--- src/rtl/mac_result_drain_if.sv ---
// Snapshot/drain handshake bundle for mac_result_drain.
// slave = drain block, master = snapshot source plus result consumer.
interface mac_result_drain_if #(
  parameter int NUM_MACS = 4,
  parameter int ACC_W    = 26,
  parameter int OUT_W    = 8,
  parameter int SHIFT_W  = 5
);
  localparam int IDX_W = $clog2(NUM_MACS);

  logic                      cap_valid;
  logic                      cap_ready;
  logic [NUM_MACS*ACC_W-1:0] acc_in;
  logic [SHIFT_W-1:0]        shift;
  logic                      out_valid;
  logic                      out_ready;
  logic signed [OUT_W-1:0]   out_data;
  logic [IDX_W-1:0]          out_index;
  logic                      out_sat;
  logic                      out_last;

  modport slave (
    input  cap_valid, acc_in, shift, out_ready,
    output cap_ready, out_valid, out_data,
    output out_index, out_sat, out_last
  );

  modport master (
    output cap_valid, acc_in, shift, out_ready,
    input  cap_ready, out_valid, out_data,
    input  out_index, out_sat, out_last
  );
endinterface

--- src/rtl/mac_result_drain.sv ---
// Snapshots MAC accumulators, requantizes to int8 with
// round-half-up shift and saturation, streams them out.
module mac_result_drain #(
  parameter int NUM_MACS = 4,
  parameter int ACC_W    = 26,
  parameter int OUT_W    = 8,
  parameter int SHIFT_W  = 5
) (
  input logic              clk,
  input logic              reset,
  mac_result_drain_if.slave bus
);
  localparam int IDX_W = $clog2(NUM_MACS);
  localparam logic [IDX_W-1:0] LAST = IDX_W'(NUM_MACS - 1);

  localparam logic signed [ACC_W:0] RMAX =
    {{(ACC_W+1-OUT_W){1'b0}}, 1'b0, {(OUT_W-1){1'b1}}};
  localparam logic signed [ACC_W:0] RMIN =
    {{(ACC_W+1-OUT_W){1'b1}}, 1'b1, {(OUT_W-1){1'b0}}};

  typedef enum logic {IDLE, DRAIN} state_t;

  state_t             state_q, state_d;
  logic [ACC_W-1:0]   buf_q [NUM_MACS];
  logic [SHIFT_W-1:0] shift_q;
  logic [IDX_W-1:0]   idx_q, idx_d;
  logic               load;
  logic               cap_ready;
  logic               out_valid;
  logic               last;

  assign last = (idx_q == LAST);

  always_comb begin
    state_d   = state_q;
    idx_d     = idx_q;
    load      = 1'b0;
    cap_ready = 1'b0;
    out_valid = 1'b0;
    unique case (state_q)
      IDLE: begin
        cap_ready = 1'b1;
        if (bus.cap_valid) begin
          load    = 1'b1;
          idx_d   = '0;
          state_d = DRAIN;
        end
      end
      DRAIN: begin
        out_valid = 1'b1;
        cap_ready = last && bus.out_ready;
        if (bus.out_ready) begin
          if (!last) begin
            idx_d = idx_q + 1'b1;
          end else begin
            idx_d = '0;
            if (bus.cap_valid) load = 1'b1;
            else state_d = IDLE;
          end
        end
      end
      default: state_d = IDLE;
    endcase
  end

  always_ff @(posedge clk or posedge reset) begin
    if (reset) begin
      state_q <= IDLE;
      idx_q   <= '0;
      shift_q <= '0;
      for (int i = 0; i < NUM_MACS; i++) buf_q[i] <= '0;
    end else begin
      state_q <= state_d;
      idx_q   <= idx_d;
      if (load) begin
        shift_q <= bus.shift;
        for (int i = 0; i < NUM_MACS; i++)
          buf_q[i] <= bus.acc_in[i*ACC_W +: ACC_W];
      end
    end
  end

  // Rounding add is one bit wider than the accumulator so it cannot wrap.
  logic signed [ACC_W:0]   ax, rnd, r;
  logic signed [OUT_W-1:0] data;
  logic                    sat;
  int                      s;

  always_comb begin
    s   = (int'(shift_q) > ACC_W - 1) ? ACC_W - 1 : int'(shift_q);
    ax  = {buf_q[idx_q][ACC_W-1], buf_q[idx_q]};
    rnd = (s == 0) ? '0 : (ACC_W+1)'(1) << (s - 1);
    r   = (ax + rnd) >>> s;
    sat = 1'b0;
    data = r[OUT_W-1:0];
    if (r > RMAX) begin
      sat  = 1'b1;
      data = RMAX[OUT_W-1:0];
    end else if (r < RMIN) begin
      sat  = 1'b1;
      data = RMIN[OUT_W-1:0];
    end
  end

  assign bus.cap_ready = cap_ready;
  assign bus.out_valid = out_valid;
  assign bus.out_data  = data;
  assign bus.out_index = idx_q;
  assign bus.out_sat   = sat;
  assign bus.out_last  = last;
endmodule
--- src/flat_wrapper.sv ---
// flat-port wrapper written by rule: the top's interface ports become plain ports
module mac_result_drain_flat 
#(
  parameter int NUM_MACS = 4,
  parameter int ACC_W    = 26,
  parameter int OUT_W    = 8,
  parameter int SHIFT_W  = 5
)
  (clk, reset, bus_cap_valid, bus_acc_in, bus_shift, bus_out_ready, bus_cap_ready, bus_out_valid, bus_out_data, bus_out_index, bus_out_sat, bus_out_last);
  mac_result_drain_if #(.NUM_MACS(NUM_MACS), .ACC_W(ACC_W), .OUT_W(OUT_W), .SHIFT_W(SHIFT_W)) bus_i ();
  input logic clk;
  input logic reset;
  input wire logic [$bits(bus_i.cap_valid)-1:0] bus_cap_valid;
  input wire logic [$bits(bus_i.acc_in)-1:0] bus_acc_in;
  input wire logic [$bits(bus_i.shift)-1:0] bus_shift;
  input wire logic [$bits(bus_i.out_ready)-1:0] bus_out_ready;
  output wire logic [$bits(bus_i.cap_ready)-1:0] bus_cap_ready;
  output wire logic [$bits(bus_i.out_valid)-1:0] bus_out_valid;
  output wire logic [$bits(bus_i.out_data)-1:0] bus_out_data;
  output wire logic [$bits(bus_i.out_index)-1:0] bus_out_index;
  output wire logic [$bits(bus_i.out_sat)-1:0] bus_out_sat;
  output wire logic [$bits(bus_i.out_last)-1:0] bus_out_last;
  assign bus_i.cap_valid = bus_cap_valid;
  assign bus_i.acc_in = bus_acc_in;
  assign bus_i.shift = bus_shift;
  assign bus_i.out_ready = bus_out_ready;
  assign bus_cap_ready = bus_i.cap_ready;
  assign bus_out_valid = bus_i.out_valid;
  assign bus_out_data = bus_i.out_data;
  assign bus_out_index = bus_i.out_index;
  assign bus_out_sat = bus_i.out_sat;
  assign bus_out_last = bus_i.out_last;
  mac_result_drain #(.NUM_MACS(NUM_MACS), .ACC_W(ACC_W), .OUT_W(OUT_W), .SHIFT_W(SHIFT_W)) u_core (.clk(clk), .reset(reset), .bus(bus_i));
endmodule
--- config.mk ---
export PLATFORM = sky130hd
export DESIGN_NAME = mac_result_drain_flat
export DESIGN_NICKNAME = d
export VERILOG_FILES = /design/src/rtl/mac_result_drain_if.sv /design/src/rtl/mac_result_drain.sv /design/src/flat_wrapper.sv
export SDC_FILE = /design/constraint.sdc
export NUM_CORES = 1
export LEC_CHECK = 0
export BUFFER_PORTS_ARGS = -buffer_cell sky130_fd_sc_hd__buf_2
export CAP_MARGIN = 30
export CELL_PAD_IN_SITES_DETAIL_PLACEMENT = 1
export CELL_PAD_IN_SITES_GLOBAL_PLACEMENT = 1
export CORE_UTILIZATION = 41
export DETAILED_ROUTE_END_ITERATION = 10
export GPL_TIMING_DRIVEN = 0
export PLACE_DENSITY = 0.84
export SLEW_MARGIN = 20
export SYNTH_ARGS = -nofsm -noshare
export SYNTH_HDL_FRONTEND = slang
export SYNTH_SLANG_ARGS = --single-unit
--- constraint.sdc ---
create_clock -name clk -period 6.8 [get_ports clk]
set_input_delay 0.68 -clock clk [delete_from_list [all_inputs] [get_ports clk]]
set_output_delay 0.68 -clock clk [all_outputs]
set_load 0.02 [all_outputs]
### After elaboration in Yosys (flattened, before gate mapping)

Index checks and enable logic that the tools add are counted.

| storage, ports and cells | value |
|---|---|
| register bits | 112 |
| bits of input ports | 113 |
| logic and storage cells | 46 |

| cells by class | value |
|---|---|
| add/sub/neg operators | 3 |
| $lt $le $gt $ge | 4 |
| equal/unequal tests | 3 |
| shift operators | 2 |
| multiplexer cells | 22 |
| bitwise gates (word level) | 2 |
| reductions and logical operators | 3 |

Operators by type and width:

| kind | count |
|---|---|
| 26-bit binary-select mux with 2-bit select | 1 |
| 26-bit two-way mux | 2 |
| 32-bit logical NOT | 1 |
| 1-bit by 32-bit << shifter with 27-bit output (first input constant) | 1 |
| 27-bit by 32-bit >>> shifter with 27-bit output | 1 |
| 32-bit by 2-bit subtractor with 32-bit output (second input constant) | 1 |
| 26-bit by 27-bit adder with 27-bit output | 1 |
| 27-bit by 8-bit > comparator with 1-bit output (second input constant) | 1 |
| 27-bit by 8-bit < comparator with 1-bit output (second input constant) | 1 |
| 27-bit two-way mux | 1 |
| 8-bit two-way mux | 2 |
| 1-bit two-way mux | 8 |
| 2-bit two-way mux | 3 |
| 1-bit case mux with 2 select lines | 3 |
| 5-bit > comparator (second input constant) | 1 |
| 5-bit two-way mux | 1 |
| 2-bit inequality test (second input constant) | 2 |
| 2-bit case mux with 2 select lines | 1 |
| 3-bit greater-or-equal comparator (second input constant) | 1 |
| 2-bit NOT with 3-bit output | 1 |
| 2-bit by 1-bit adder with 2-bit output (second input constant) | 1 |
| 2-bit equality test (second input constant) | 1 |
| 2-bit AND reduction | 1 |
| 1-bit logical AND | 1 |
| 1-bit NOT | 1 |

### Longest topological paths before layout

Gate-level depths: netlist (run 1).

| logic depth | value |
|---|---|
| depth after elaboration | 10 |
| gate-level depth with buffers | 32 |
| gate-level depth less buffers | 26 |

### Worst setup path before layout (run 1)

Ideal clock, no wire load.

| path | value |
|---|---|
| kind | reg2out |
| from | reg u_core.shift_q[1] |
| to | out bus_out_data[0] |
| arrival | 6.741 ns |
| slack | -0.621 ns |
| stages on the path, launching flop included | 30 |
| path buffers | 7 |
| cells stage by stage | dfrtp_1 > buf_6 > o211a_1 > or2_2 > inv_1 > clkbuf_1 > clkbuf_1 > clkbuf_1 > ha_1 > and2_1 > ha_1 > or2_2 > or2_2 > nor3_1 > ha_1 > clkbuf_1 > a21o_1 > a21o_1 > a221o_1 > or4_4 > and2_1 > buf_6 > inv_8 > buf_12 > o211ai_4 > a211oi_4 > nand4_1 > o32ai_2 > a31oi_2 > o21ai_1 |

| between the ends | value |
|---|---|
| cells in the longest elaborated chain, start to end | 10 |
| elaborated cells on any way between the ends | 12 |

RTL lines:

| element | line | text |
|---|---|---|
| start, declared | mac_result_drain.sv:25 | `logic [SHIFT_W-1:0] shift_q;` |
| start signal, assigned | mac_result_drain.sv:76 | `shift_q <= bus.shift;` |
| 5-bit > comparator | mac_result_drain.sv:90 | `s = (int'(shift_q) > ACC_W - 1) ? ACC_W - 1 : int'(shift_q);` |
| 5-bit two-way mux (*) | mac_result_drain.sv:90 |  |
| 32-bit by 2-bit subtractor with 32-bit output | mac_result_drain.sv:92 | `rnd = (s == 0) ? '0 : (ACC_W+1)'(1) << (s - 1);` |
| 1-bit by 32-bit << shifter with 27-bit output | mac_result_drain.sv:92 |  |
| 27-bit two-way mux | mac_result_drain.sv:92 |  |
| 26-bit by 27-bit adder with 27-bit output | mac_result_drain.sv:93 | `r = (ax + rnd) >>> s;` |
| 27-bit by 32-bit >>> shifter with 27-bit output (*) | mac_result_drain.sv:93 |  |
| 27-bit by 8-bit < comparator with 1-bit output | mac_result_drain.sv:99 | `end else if (r < RMIN) begin` |
| 8-bit two-way mux | mac_result_drain.sv:99 |  |
| 8-bit two-way mux (*) | mac_result_drain.sv:96 | `if (r > RMAX) begin` |
| end, declared | flat_wrapper.sv:19 | `output wire logic [$bits(bus_i.out_data)-1:0] bus_out_data;` |

Every way passes the cells marked *; elsewhere a longest branch is shown, timed or not.

### Worst setup path in the final report (run 1)

| path | value |
|---|---|
| from | reg u_core.shift_q[4] |
| to | out bus_out_data[2] |

The elaborated chain is that of the path after synthesis.

==> results of run 1 <==
==> cell type report <==
type / instances / area [µm²] / area share
Antenna cell: 3 / 7.507 / 0.0005701
Buffer: 64 / 435.4 / 0.03306
Clock buffer: 9 / 225.2 / 0.01710
Clock inverter: 7 / 72.57 / 0.005511
Inverter: 22 / 111.4 / 0.008456
Multi-Input combinational cell: 796 / 7482 / 0.5682
Sequential cell: 112 / 2803 / 0.2128
Tap cell: 280 / 350.3 / 0.02660
Timing Repair Buffer: 247 / 1682 / 0.1277
==> per-layer routing <==
layer | global-route usage | part of all wire | vias up
li1 | - | - | 4313
met1 | 0.4543 | 0.35 | 5646
met2 | 0.6352 | 0.44 | 1197
met3 | 0.06086 | 0.12 | 477
met4 | 0.2217 | 0.093 | 2
met5 | 0 | 0.00016 | -
==> stage by stage <==
step / worst slack (ns) / util / hold WS, ns
6_report: -1.031 / 0.5979 / 0.3538
5_1_grt: -1.165 / 0.5978 / 0.4099
4_1_cts: -0.4855 / 0.5475 / 0.3794
3_5_place_dp: -2.207 / 0.4772 / 0.4874
3_3_place_gp: -1.985 / 0.4757 / 0.4827
2_1_floorplan: 0.008479 / - / 0.4739
==> timing repair <==
action,CTS,global route
setup buffers,73,45
setup endpoints to repair,9,8
cloned,0,0
pin swaps,61,77
gates resized for setup,155,180
==> state kept, by name (all words and copies together) (netlist names) <==
name,flops
u_core.state_q,1
u_core.shift_q,5
u_core.bus.out_index,2
u_core.buf_q,104
==> layout by cell type, fill, tap and decap left out, drive strengths merged, types with 18 or more instances in the layout <==
| cell | instances |
|---|---|
| nand3 | 18 |
| mux4 | 26 |
| nand4 | 19 |
| mux2i | 23 |
| a21oi | 72 |
| ha | 30 |
| clkbuf | 47 |
| nor2 | 102 |
| a211oi | 28 |
| dfrtp | 112 |
| nand2 | 61 |
| nor3 | 33 |
| buf | 273 |
| mux2 | 111 |
| o21ai | 53 |
| inv | 22 |
==> worst register-to-register path, stage by stage (launching register included) <==
cell and delay (ns):
dfrtp_1 0.44, ha_1 0.28, nand2_1 0.09, nand2_1 0.10, nand2_1 0.40, clkbuf_1 0.64
buf_1 0.62, mux2_2 0.45
==> kinds of logic (layout without fill, tap and decap cells) <==
logic type,Yosys count,count (layout),share of synthesized area
fa+ha+maj,31,31,0.04243
simple gates,297,297,0.1529
xor+xnor,22,22,0.02149
flops,112,112,0.3008
mux,160,160,0.2217
compound gates,286,286,0.2153
other cells,0,3,0
buf+inv,94,349,0.04539
==> path summary, 6_finish.rpt <==
path,endpoint,start
max in group asynchronous,u_core.buf_q[76]$_DFFE_PP0P_,reset
worst min-delay path,u_core.state_q$_DFF_PP0_,reset
min in group clk,u_core.buf_q[37]$_DFFE_PP0P_,u_core.buf_q[37]$_DFFE_PP0P_
worst max-delay path,bus_out_data[2],u_core.shift_q[4]$_DFFE_PP0P_
worst max register to register,u_core.buf_q[31]$_DFFE_PP0P_,u_core.bus.out_index[0]$_DFFE_PP0P_
worst min register to register,u_core.buf_q[37]$_DFFE_PP0P_,u_core.buf_q[37]$_DFFE_PP0P_
==> flow_summary.json, run 1 <==
{
  "slew_violations": 0,
  "post-route-cell-area_mm2": 0.01317,
  "hold_viol": 0,
  "num_vias": 11640,
  "netlist.area_leader.share": 0.3008,
  "drt-vias-per-instance": 7.555,
  "fmax_mhz": 127.7,
  "dp_hpwl_mm": 29.48,
  "hold_buffers": 0,
  "skew_ns": 0.01089,
  "clockRootBuffer": "clkbuf_16",
  "dieArea_mm2": 0.02333,
  "syn_to_final_growth_pct": 41.33,
  "avgSynthCellArea_um2": 9.299,
  "max-slew-margin-rel": 0.1631,
  "clock_path_buffers": 2,
  "critPathCaptureType": "output port",
  "synth_cell_types": 85,
  "port_buffers": 126,
  "clock-sinks": 112,
  "slowest_delay_ns": 0.66,
  "outcome": "finished with violations",
  "worstSkewPairLatency_ns": 0.37,
  "grt_setup_unrepaired": "true",
  "drc": 0,
  "rr_worst_depth": 7,
  "critPathBufInv": 8,
  "die_w_um": 152.8,
  "rrSetupSlack_ns": 3.66,
  "synth-edff-count": 0,
  "critPathKind": "reg -> out",
  "ys_warn_count": 0,
  "path_max_fanout": 12,
  "die_y_um": 152.8,
  "setup_slack_ns": -1.031,
  "synth_seq_cells": 112,
  "finalCritPeriodShare": 1.152,
  "max-cap-violations": 0,
  "hold_path_class": "in -> async",
  "crit_required_ns": 6.12,
  "fin_nets": 1396,
  "path_depth": 29,
  "gp_congestion": 0.9627,
  "core_mm2": 0.02203,
  "synthTopCellsByArea": "dfrtp_1 30%, mux2_2 13%, mux4_2 6.3%",
  "dr.pass1.iters": 9,
  "synthTopCellsByCount": "112 x dfrtp_1, 111 x mux2_2, 102 x nor2_1, 70 x a21oi_1, 61 x nand2_1",
  "grt_pass1_wl_mm": 67.29,
  "rows": 54,
  "failed_checks": "setup timing",
  "crit_path_start_kind": "flop",
  "grt_max_degree": 58,
  "cpLargestDelayFamily": "compound AO/OA/AOI/OAI gates",
  "syn_inst": 1002,
  "tightest_slew_ns": 1.255,
  "yosysTopAreaCell": "dfrtp_1",
  "post-place-cells": 1409,
  "io_pins": 127,
  "grt_overflow_total": 0,
  "cp_common_cell": "ha_4",
  "final_cells": 1540,
  "clk_pin_slew_worst_paths_ns": 0.09,
  "arrival_ns": 7.15,
  "slowest_stage": "a221oi_2",
  "drt_iter0_markers": 1468,
  "cts_buffers": 9,
  "fill_cells": 2385,
  "htreeDepth": 3,
  "yosysMostFrequentCell": "dfrtp_1",
  "antenna_found_initial": 4,
  "synthFlopType": "dfrtp_1",
  "drive_gt1_frac": 0.5068,
  "grt_util_all_layers": 0.3764,
  "grt_pass1_vias": 10970,
  "routed_wl_mm": 55.68,
  "syn_area_mm2": 0.009318,
  "seq_area_frac_synth": 0.3008,
  "async_flop_share": 1.000,
  "start_util": 0.4230,
  "setup_tns_ns": -7.935,
  "period_needed_ns": 7.831,
  "place_area_mm2": 0.01051,
  "drtAntennaViolNets": 0,
  "setup_viol_count_final": 8,
  "synth_nets": 1146,
  "cts_tree": "built",
  "wl_per_cell_um": 36.16
}
Power of run 1 is not shown: default switching activity piles up to over one toggle a cycle in this logic, so the estimate is an artifact.
==> run 2: changes to the inputs <==
--- a/config.mk
+++ b/config.mk
@@ -9,10 +9,11 @@
 export CAP_MARGIN = 30
 export CELL_PAD_IN_SITES_DETAIL_PLACEMENT = 1
 export CELL_PAD_IN_SITES_GLOBAL_PLACEMENT = 1
-export CORE_UTILIZATION = 41
+export CORE_UTILIZATION = 42
+export CTS_BUF_LIST = sky130_fd_sc_hd__clkbuf_4 sky130_fd_sc_hd__clkbuf_8
 export DETAILED_ROUTE_END_ITERATION = 10
 export GPL_TIMING_DRIVEN = 0
-export PLACE_DENSITY = 0.84
+export PLACE_DENSITY = 0.85
 export SLEW_MARGIN = 20
 export SYNTH_ARGS = -nofsm -noshare
 export SYNTH_HDL_FRONTEND = slang
==> flow_summary.json, run 2 (synthesis results as in run 1) <==
{
  "final_util": 0.5990,
  "path_depth": 28,
  "skew_ns": 0.03321,
  "mostFrequentLayoutCell": "buf_4",
  "post-place-cells": 1409,
  "critPathBufInv": 8,
  "drc": 0,
  "r2r-start": "u_core.bus.out_index[0]$_DFFE_PP0P_",
  "antenna_found_initial": 6,
  "cts_tree": "built",
  "final_cells": 1549,
  "tightest_slew_ns": 1.266,
  "failed_checks": "setup timing",
  "final_cell_mix": "127 x buf_4, 126 x buf_2, 111 x mux2_2, 110 x dfrtp_1, 83 x nor2_1",
  "largest_reg_flops": 104,
  "outcome": "finished with violations",
  "die_y_um": 150.9,
  "grt_pass1_vias": 11060,
  "gp_congestion": 0.9749,
  "slowest_delay_ns": 0.66,
  "fill_cells": 2370,
  "num_vias": 11850,
  "slowest_stage": "nor2_1",
  "max-cap-violations": 0,
  "syn_to_final_growth_pct": 39.87,
  "hold_viol": 0,
  "dieArea_mm2": 0.02278,
  "wl_per_cell_um": 37.50,
  "io_pins": 127,
  "grt_pass1_wl_mm": 68.43,
  "core_mm2": 0.02176,
  "clock_path_buffers": 2,
  "startpoint": "u_core.shift_q[3]$_DFFE_PP0P_",
  "setup_slack_ns": -1.075,
  "grt_overflow_total": 0,
  "slew_violations": 0,
  "dp_hpwl_mm": 29.78,
  "routed_wl_mm": 58.09,
  "path_max_fanout": 11,
  "cts_buffers": 9,
  "post-route-cell-area_mm2": 0.01303,
  "finalCritPeriodShare": 1.158,
  "fin_nets": 1403,
  "grt_max_degree": 77,
  "r2r_end": "u_core.buf_q[31]$_DFFE_PP0P_",
  "largest-register": "u_core.buf_q",
  "drt_iter0_markers": 1555,
  "fmax_mhz": 127.0,
  "setup_viol_count_final": 8,
  "drt-vias-per-instance": 7.647,
  "rr_worst_depth": 7,
  "cpLargestDelayFamily": "simple AND/OR/NAND/NOR gates",
  "place_area_mm2": 0.01052,
  "port_buffers": 126,
  "clockRootBuffer": "clkbuf_8",
  "crit_required_ns": 6.12,
  "drtAntennaViolNets": 0,
  "worstSkewPairLatency_ns": 0.43,
  "crit_path_start_kind": "flop",
  "die_w_um": 150.9,
  "rows": 54,
  "dr.pass1.iters": 6,
  "arrival_ns": 7.20,
  "start_util": 0.4283,
  "rrSetupSlack_ns": 3.58,
  "grt_setup_unrepaired": "true",
  "clk_pin_slew_worst_paths_ns": 0.16,
  "critPathKind": "reg -> out",
  "period_needed_ns": 7.875,
  "max-slew-margin-rel": 0.1558,
  "clock-sinks": 112,
  "cp-endpoint": "bus_out_data[0]",
  "critPathCaptureType": "output port",
  "hold_path_class": "in -> async",
  "drive_gt1_frac": 0.5047,
  "grt_util_all_layers": 0.4054,
  "htreeDepth": 3,
  "cp_common_cell": "ha_4"
}
run 2: cell count changes in the layout (fill, tap and decap cells not counted), sizes merged:
cell,before,now
clkinvlp,2,0
diode,3,5
inv,22,24
buf,273,282
clkbuf,47,45
run 2: worst min-delay path by stage:
stage / slack (ns) / end / start
5_1_grt: 0.26 / u_core.buf_q[22]$_DFFE_PP0P_ / reset
3_5_place_dp: 0.49 / u_core.buf_q[7]$_DFFE_PP0P_ / u_core.buf_q[7]$_DFFE_PP0P_
2_1_floorplan: 0.47 / u_core.buf_q[26]$_DFFE_PP0P_ / u_core.buf_q[26]$_DFFE_PP0P_
3_3_place_gp: 0.48 / u_core.buf_q[38]$_DFFE_PP0P_ / u_core.buf_q[38]$_DFFE_PP0P_
4_1_cts: 0.24 / u_core.state_q$_DFF_PP0_ / reset
6_report: 0.22 / u_core.buf_q[22]$_DFFE_PP0P_ / reset
run 2: repair_timing:
action                                  CTS  global route
pin swaps                                59            76
hold endpoints to repair                  0             0
endpoints found under the setup margin    9             8
cloned                                    0             1
gates resized for setup                 169           152
hold buffers                              0             0
setup buffers                            68            60
run 2: per-layer routing:
layer  part of all wire  vias up  track usage
li1                   -     4324            -
met1               0.32     5656       0.4775
met2               0.42     1277       0.6617
met3               0.14      584      0.09307
met4               0.11        4       0.2665
met5             0.0012        -            0
run 2: through the flow:
| stage | worst slack (ns) | TNS (ns) | hold slack (ns) |
|---|---|---|---|
| 4_1_cts | -0.6772 | -5.301 | 0.2370 |
| 3_5_place_dp | -2.090 | -16.41 | 0.4944 |
| 3_3_place_gp | -1.916 | -14.98 | 0.4829 |
| 6_report | -1.075 | -8.378 | 0.2241 |
| 2_1_floorplan | 0.008479 | 0 | 0.4739 |
| 5_1_grt | -1.084 | -8.499 | 0.2568 |
run 2: final cells by class:
class | count | area [µm²] | share of cell area
Clock buffer | 9 | 123.9 | 0.009505
Buffer | 59 | 372.9 | 0.02861
Timing Repair Buffer | 259 | 1743 | 0.1337
Tap cell | 280 | 350.3 | 0.02688
Sequential cell | 112 | 2805 | 0.2152
Clock inverter | 7 | 91.34 | 0.007008
Antenna cell | 5 | 12.51 | 0.0009601
Inverter | 22 | 103.9 | 0.007969
Multi-Input combinational cell | 796 | 7430 | 0.5701
run 2: worst register-to-register path, delay by kind of cell, from the launching register on:
family,cells,cell delay [ns]
buffers and inverters,2,1.28
AND/OR/NAND/NOR,3,0.62
adder cells (fa/ha/maj),1,0.29
flip-flops,1,0.45
multiplexers,1,0.45
Power of run 2 is left out for the same reason.
